## src/rtl/sevenseg_pkg.sv

```systemverilog
// Shared types and glyph table for the multiplexed seven-segment scanner.
// Glyphs are active-high {g,f,e,d,c,b,a}; pin polarity is applied at the top.
package sevenseg_pkg;

    typedef struct packed {
        logic [3:0] value;
        logic       dp;
        logic       blank;
    } digit_cell_t;

    localparam digit_cell_t CELL_RST = '{value: 4'h0, dp: 1'b0, blank: 1'b0};

    localparam logic [6:0] SEG_LUT [16] = '{
        7'h3F, 7'h06, 7'h5B, 7'h4F, 7'h66, 7'h6D, 7'h7D, 7'h07,
        7'h7F, 7'h6F, 7'h77, 7'h7C, 7'h39, 7'h5E, 7'h79, 7'h71
    };

    function automatic logic [6:0] hex2seg(input logic [3:0] v);
        return SEG_LUT[v];
    endfunction

endpackage

```

## src/rtl/sevenseg_scan_timer.sv

```systemverilog
// Slot timing: free-running tick counter, PWM phase, digit scan index, frame pulse.
// scan_idx advances on the last counter value of each slot; frame_done is the cycle after the wrap.
module sevenseg_scan_timer #(
    parameter int NUM_DIGITS = 8,
    parameter int TICK_DIV   = 65536,
    parameter int BRIGHT_W   = 4,
    localparam int AW        = $clog2(NUM_DIGITS)
) (
    input  logic                clk,
    input  logic                reset_n,
    output logic [BRIGHT_W-1:0] phase,
    output logic [AW-1:0]       scan_idx,
    output logic                frame_done
);

    localparam int            TW       = $clog2(TICK_DIV);
    localparam logic [TW-1:0] CNT_LAST = TW'(TICK_DIV - 1);
    localparam logic [AW-1:0] IDX_LAST = AW'(NUM_DIGITS - 1);

    logic [TW-1:0] cnt_q, cnt_d;
    logic [AW-1:0] scan_idx_q, scan_idx_d;
    logic          frame_done_q, frame_done_d;
    logic          slot_tick;

    always_comb begin
        slot_tick    = (cnt_q == CNT_LAST);
        cnt_d        = cnt_q + TW'(1);
        scan_idx_d   = scan_idx_q;
        frame_done_d = 1'b0;
        if (slot_tick) begin
            if (scan_idx_q == IDX_LAST) begin
                scan_idx_d   = '0;
                frame_done_d = 1'b1;
            end else begin
                scan_idx_d = scan_idx_q + AW'(1);
            end
        end
    end

    always_ff @(posedge clk or negedge reset_n) begin
        if (!reset_n) begin
            cnt_q        <= '0;
            scan_idx_q   <= '0;
            frame_done_q <= 1'b0;
        end else begin
            cnt_q        <= cnt_d;
            scan_idx_q   <= scan_idx_d;
            frame_done_q <= frame_done_d;
        end
    end

    // PWM phase is the slow end of the counter so each duty step is a contiguous run.
    assign phase      = cnt_q[TW-1 -: BRIGHT_W];
    assign scan_idx   = scan_idx_q;
    assign frame_done = frame_done_q;

endmodule

```

## src/rtl/sevenseg_scan_ctrl.sv

```systemverilog
// Multiplexed seven-segment controller: digit register file, leading-zero suppression, PWM.
// Pins are registered: one cycle behind scan_idx/cells; writes show on the second edge.
module sevenseg_scan_ctrl
    import sevenseg_pkg::*;
#(
    parameter int NUM_DIGITS = 8,
    parameter int TICK_DIV   = 65536,
    parameter int BRIGHT_W   = 4,
    parameter bit ACTIVE_LOW = 1'b1,
    localparam int AW        = $clog2(NUM_DIGITS)
) (
    input  logic                  clk,
    input  logic                  reset_n,
    input  logic                  wr_en,
    input  logic [AW-1:0]         wr_addr,
    input  logic [3:0]            wr_data,
    input  logic                  wr_dp,
    input  logic                  wr_blank,
    input  logic                  clr,
    input  logic [BRIGHT_W-1:0]   brightness,
    input  logic                  lz_blank_en,
    output logic [6:0]            segments,
    output logic                  dp,
    output logic [NUM_DIGITS-1:0] anode,
    output logic [AW-1:0]         scan_idx,
    output logic                  frame_done
);

    digit_cell_t cells_q [NUM_DIGITS];
    digit_cell_t cells_d [NUM_DIGITS];

    logic [BRIGHT_W-1:0] phase;
    logic [AW-1:0]       scan_idx_w;

    logic [NUM_DIGITS-1:0] supp;
    logic                  above_dark;
    digit_cell_t           cur;
    logic                  dark, lit;

    logic [6:0]            seg_q, seg_d;
    logic                  dp_q, dp_d;
    logic [NUM_DIGITS-1:0] anode_q, anode_d;

    sevenseg_scan_timer #(
        .NUM_DIGITS (NUM_DIGITS),
        .TICK_DIV   (TICK_DIV),
        .BRIGHT_W   (BRIGHT_W)
    ) u_timer (
        .clk        (clk),
        .reset_n    (reset_n),
        .phase      (phase),
        .scan_idx   (scan_idx_w),
        .frame_done (frame_done)
    );

    // Address decode by equality so indices beyond the last digit simply match nothing.
    always_comb begin
        for (int i = 0; i < NUM_DIGITS; i++) begin
            cells_d[i] = cells_q[i];
            if (clr) begin
                cells_d[i] = CELL_RST;
            end else if (wr_en && (wr_addr == AW'(i))) begin
                cells_d[i] = '{value: wr_data, dp: wr_dp, blank: wr_blank};
            end
        end
    end

    always_ff @(posedge clk or negedge reset_n) begin
        if (!reset_n) begin
            for (int i = 0; i < NUM_DIGITS; i++) begin
                cells_q[i] <= CELL_RST;
            end
        end else begin
            for (int i = 0; i < NUM_DIGITS; i++) begin
                cells_q[i] <= cells_d[i];
            end
        end
    end

    // Walk from the most significant digit down; a zero only hides while everything above is dark.
    always_comb begin
        supp       = '0;
        above_dark = 1'b1;
        for (int i = NUM_DIGITS - 1; i >= 0; i--) begin
            supp[i]    = lz_blank_en && (i != 0) && (cells_q[i].value == 4'h0)
                         && !cells_q[i].dp && above_dark;
            above_dark = above_dark && (supp[i] || cells_q[i].blank);
        end
    end

    always_comb begin
        cur     = cells_q[scan_idx_w];
        dark    = cur.blank || supp[scan_idx_w];
        lit     = (&brightness) || (phase < brightness);
        seg_d   = dark ? 7'h00 : hex2seg(cur.value);
        dp_d    = !dark && cur.dp;
        anode_d = '0;
        if (!dark && lit) begin
            anode_d = NUM_DIGITS'(1) << scan_idx_w;
        end
    end

    always_ff @(posedge clk or negedge reset_n) begin
        if (!reset_n) begin
            seg_q   <= '0;
            dp_q    <= 1'b0;
            anode_q <= '0;
        end else begin
            seg_q   <= seg_d;
            dp_q    <= dp_d;
            anode_q <= anode_d;
        end
    end

    // Flops hold active-high intent; polarity is a constant inversion on the way out.
    assign segments = seg_q ^ {7{ACTIVE_LOW}};
    assign dp       = dp_q ^ ACTIVE_LOW;
    assign anode    = anode_q ^ {NUM_DIGITS{ACTIVE_LOW}};
    assign scan_idx = scan_idx_w;

endmodule

```

## config.mk

```make
export PLATFORM = sky130hd
export DESIGN_NAME = sevenseg_scan_ctrl
export DESIGN_NICKNAME = d
export VERILOG_FILES = /design/src/rtl/sevenseg_pkg.sv /design/src/rtl/sevenseg_scan_timer.sv /design/src/rtl/sevenseg_scan_ctrl.sv
export SDC_FILE = /design/constraint.sdc
export NUM_CORES = 1
export LEC_CHECK = 0
export CAP_MARGIN = 20
export CORE_UTILIZATION = 60
export DETAILED_ROUTE_END_ITERATION = 8
export PLACE_DENSITY = 0.9
export RECOVER_POWER = 100
export REMOVE_ABC_BUFFERS = 1
export SLEW_MARGIN = 5
export SYNTH_ARGS = -nofsm -noshare
export SYNTH_HDL_FRONTEND = slang
export SYNTH_SLANG_ARGS = --single-unit
```

## constraint.sdc

```tcl
create_clock -name clk -period 3.5 [get_ports clk]
set_input_delay 0.35 -clock clk [delete_from_list [all_inputs] [get_ports clk]]
set_output_delay 0.35 -clock clk [all_outputs]
set_load 0.01 [all_outputs]
```

==> metrics.yaml <==
grt_start_max_net_pins: 85
startpoint_type: "flip-flop"
vias_per_cell: 5.975
synth_warnings: 0
period_minus_slack_ns: 2.821
ys_seq_area_share_pct: 48.33
start_util_pct: 62.97
cellLeakagePower_uw: 0.002387
cp.buffers_inverters: 1
max_freq_mhz: 354.5
cts_buffers: 9
wl_mm: 9.151
mostFrequentLayoutCells: "dfrtp_1, nor2_1, mux2i_1, inv_1, nand2_1"
pre_cts_ws_ns: 0.6628
synth-seq-cells: 84
antenna_found_initial: 0
clk_latency_ns: 0.37
hold_path.class: "flip-flop to flip-flop"
cp_cell_sequence: "mux4_1 > mux2i_1 > inv_1 > ha_1 > nand2_1 > a21oi_1 > a211oi_1"
period_share_pct: 80.59
syn_area_um2: 4349
grt_pass1_wl_mm: 15.25
fillCellCount: 519
dieArea_um2: 7593
core_um2: 6907
critPathKind: "flip-flop to flip-flop"
tns_ns: 0
worst-path-max-fanout: 12
area_delta_synth_final_pct: 13.55
grt.overflow.total: 0
postRouteAntennaNets: 0
port_buffers: 37
worstPathArrival_ns: 3.07
synth_edf_count: 0
crit_path_end_kind: "flip-flop"
track_usage_pct: 27.24
syn_avg_cell_area_um2: 10.98
wl_met1_mm: 3.807
hold_viol_final: 0
cp_data_required_time_ns: 3.75
cts-root-buf: "clkbuf_8"
maxSlewViolCount: 26
vias: 3155
violations: "max-capacitance violations, max-slew violations"
skew_ns: 0.008937
dp_hpwl_mm: 6.347
cap_viol_max_count: 1
rows: 30
syn_inst: 396
max_stage_delay_ns: 0.70
status: "finished, violations left"
grt_pass1_vias: 3171
top_layer: "met4"
cts_sinks: 84
route.met3.wl_um: 511
drt_first_iter_violations: 255
drc: 0
slew_headroom_pct: -2.568
cts.reportedPaths.clkPinSlew_ns: 0.08
final_common_cell: "dfrtp_1"
htree_num_levels: 3
cts_tree: "yes"
power_density_nw_per_um2: 369.7
slowest_stage: "dfrtp_1"
async_flop_share_pct: 100.0
clockBufferDepth: 2
setup_viol: 0
die_h_um: 87.14
gp_congestion: 0.9860
ff_latch_area_um2: 2102
avgRoutedWirePerCell_um: 17.33
multi_input_area_um2: 2007
hold_slack_ns: 0.4795
final_nets: 461
dr.pass1.iters: 4
wl_met2_mm: 4.575
reg2reg_slack_ns: 0.68
drive_gt1_share_pct: 7.639
synthDistinctLibCells: 46
tightest_slew_ns: 1.539
final.setup.worst_slack_ns: 0.6792
synth_top_flop_cell: "dfrtp_1"
pin_count: 38
rsz0062_at_grt: "no"
die_x_um: 87.14
num_antenna_cells: 0
peakVddDrop_uv: 202.8
path_delay_family: "multiplexers"
==> cells in the mapped netlist, drive strengths merged, types with 5 or more instances <==
cell type	n	share of area, %
nor4b	8	1.6
mux4	12	6.4
nor3	9	1.3
mux2i	50	12
nand2	24	2.1
inv	27	2.3
a211oi	6	1.0
buf	11	1.4
a21oi	14	1.6
dfrtp	84	48
nand3	9	1.0
xnor2	11	2.2
and3	5	0.72
nor2	63	5.4
ha	16	4.6
clkbuf	11	1.2
==> worst paths after layout <==
kind,startpoint,to,cells past startpoint
min in group asynchronous,reset_n,cells_q[27],2
setup / recovery,u_timer.scan_idx[2],seg_q[5],7
hold reg to reg,u_timer.cnt_q[10],u_timer.cnt_q[10],1
max in group asynchronous,reset_n,seg_q[5],3
hold / removal,u_timer.cnt_q[10],u_timer.cnt_q[10],1
setup reg to reg,u_timer.scan_idx[2],seg_q[5],7
==> per-stage QoR <==
step | utilization [%] | cells | area [um^2] | total power, uW
5_1_grt | 71.50 | 528 | 4938 | 1898
2_1_floorplan | - | 374 | 4238 | 1081
3_3_place_gp | 68.75 | 510 | 4748 | 1162
4_1_cts | 71.52 | 526 | 4940 | 1833
3_5_place_dp | 68.75 | 510 | 4748 | 1168
6_report | 71.50 | 528 | 4938 | 1826
==> layer usage <==
layer | global-route usage, % | vias to the layer above
met5 | 0 | -
li1 | - | 1429
met1 | 33.53 | 1577
met2 | 46.39 | 119
met4 | 10.73 | 0
met3 | 6.825 | 30
==> worst reg2reg max path, stage by stage, from the launching register on <==
cell      delay [ns]
dfrtp_1         0.70
mux4_1          0.66
mux2i_1         0.47
inv_1           0.17
ha_1            0.25
nand2_1         0.11
a21oi_1         0.08
a211oi_1        0.28
==> area by class of cell <==
class	instances	share of cell area, %
Timing Repair Buffer	42	8.437
Inverter	27	2.052
Tap cell	96	2.432
Multi-Input combinational cell	263	40.64
Sequential cell	84	42.56
Clock buffer	9	2.508
Clock inverter	7	1.368
==> power by group <==
group	internal [uW]	switching, uW
sequential	986	11.7
combinational	64.1	87.0
clock	325	352
total	1370	451
==> flip-flops by register name, summed over array words and instances, names as in the netlist <==
name,cells
cells_q,48
anode_q,8
u_timer.scan_idx,3
dp_q,1
u_timer.frame_done,1
seg_q,7
u_timer.cnt_q,16
==> repair_timing <==
action,CTS,global route
setup buffers,0,0
hold buffers,0,1
gates resized for setup,0,0
endpoints found under the hold margin,0,25
==> logic make-up after synthesis <==
logic type,share of synthesized area [%]
AO/OA/AOI/OAI,6.042
flip-flops,48.33
multiplexers,18.50
adder cells (fa/ha/maj),4.603
buffers and inverters,4.890
AND/OR/NAND/NOR,14.82
XOR/XNOR,2.819
(Power assumes the default switching activity.)
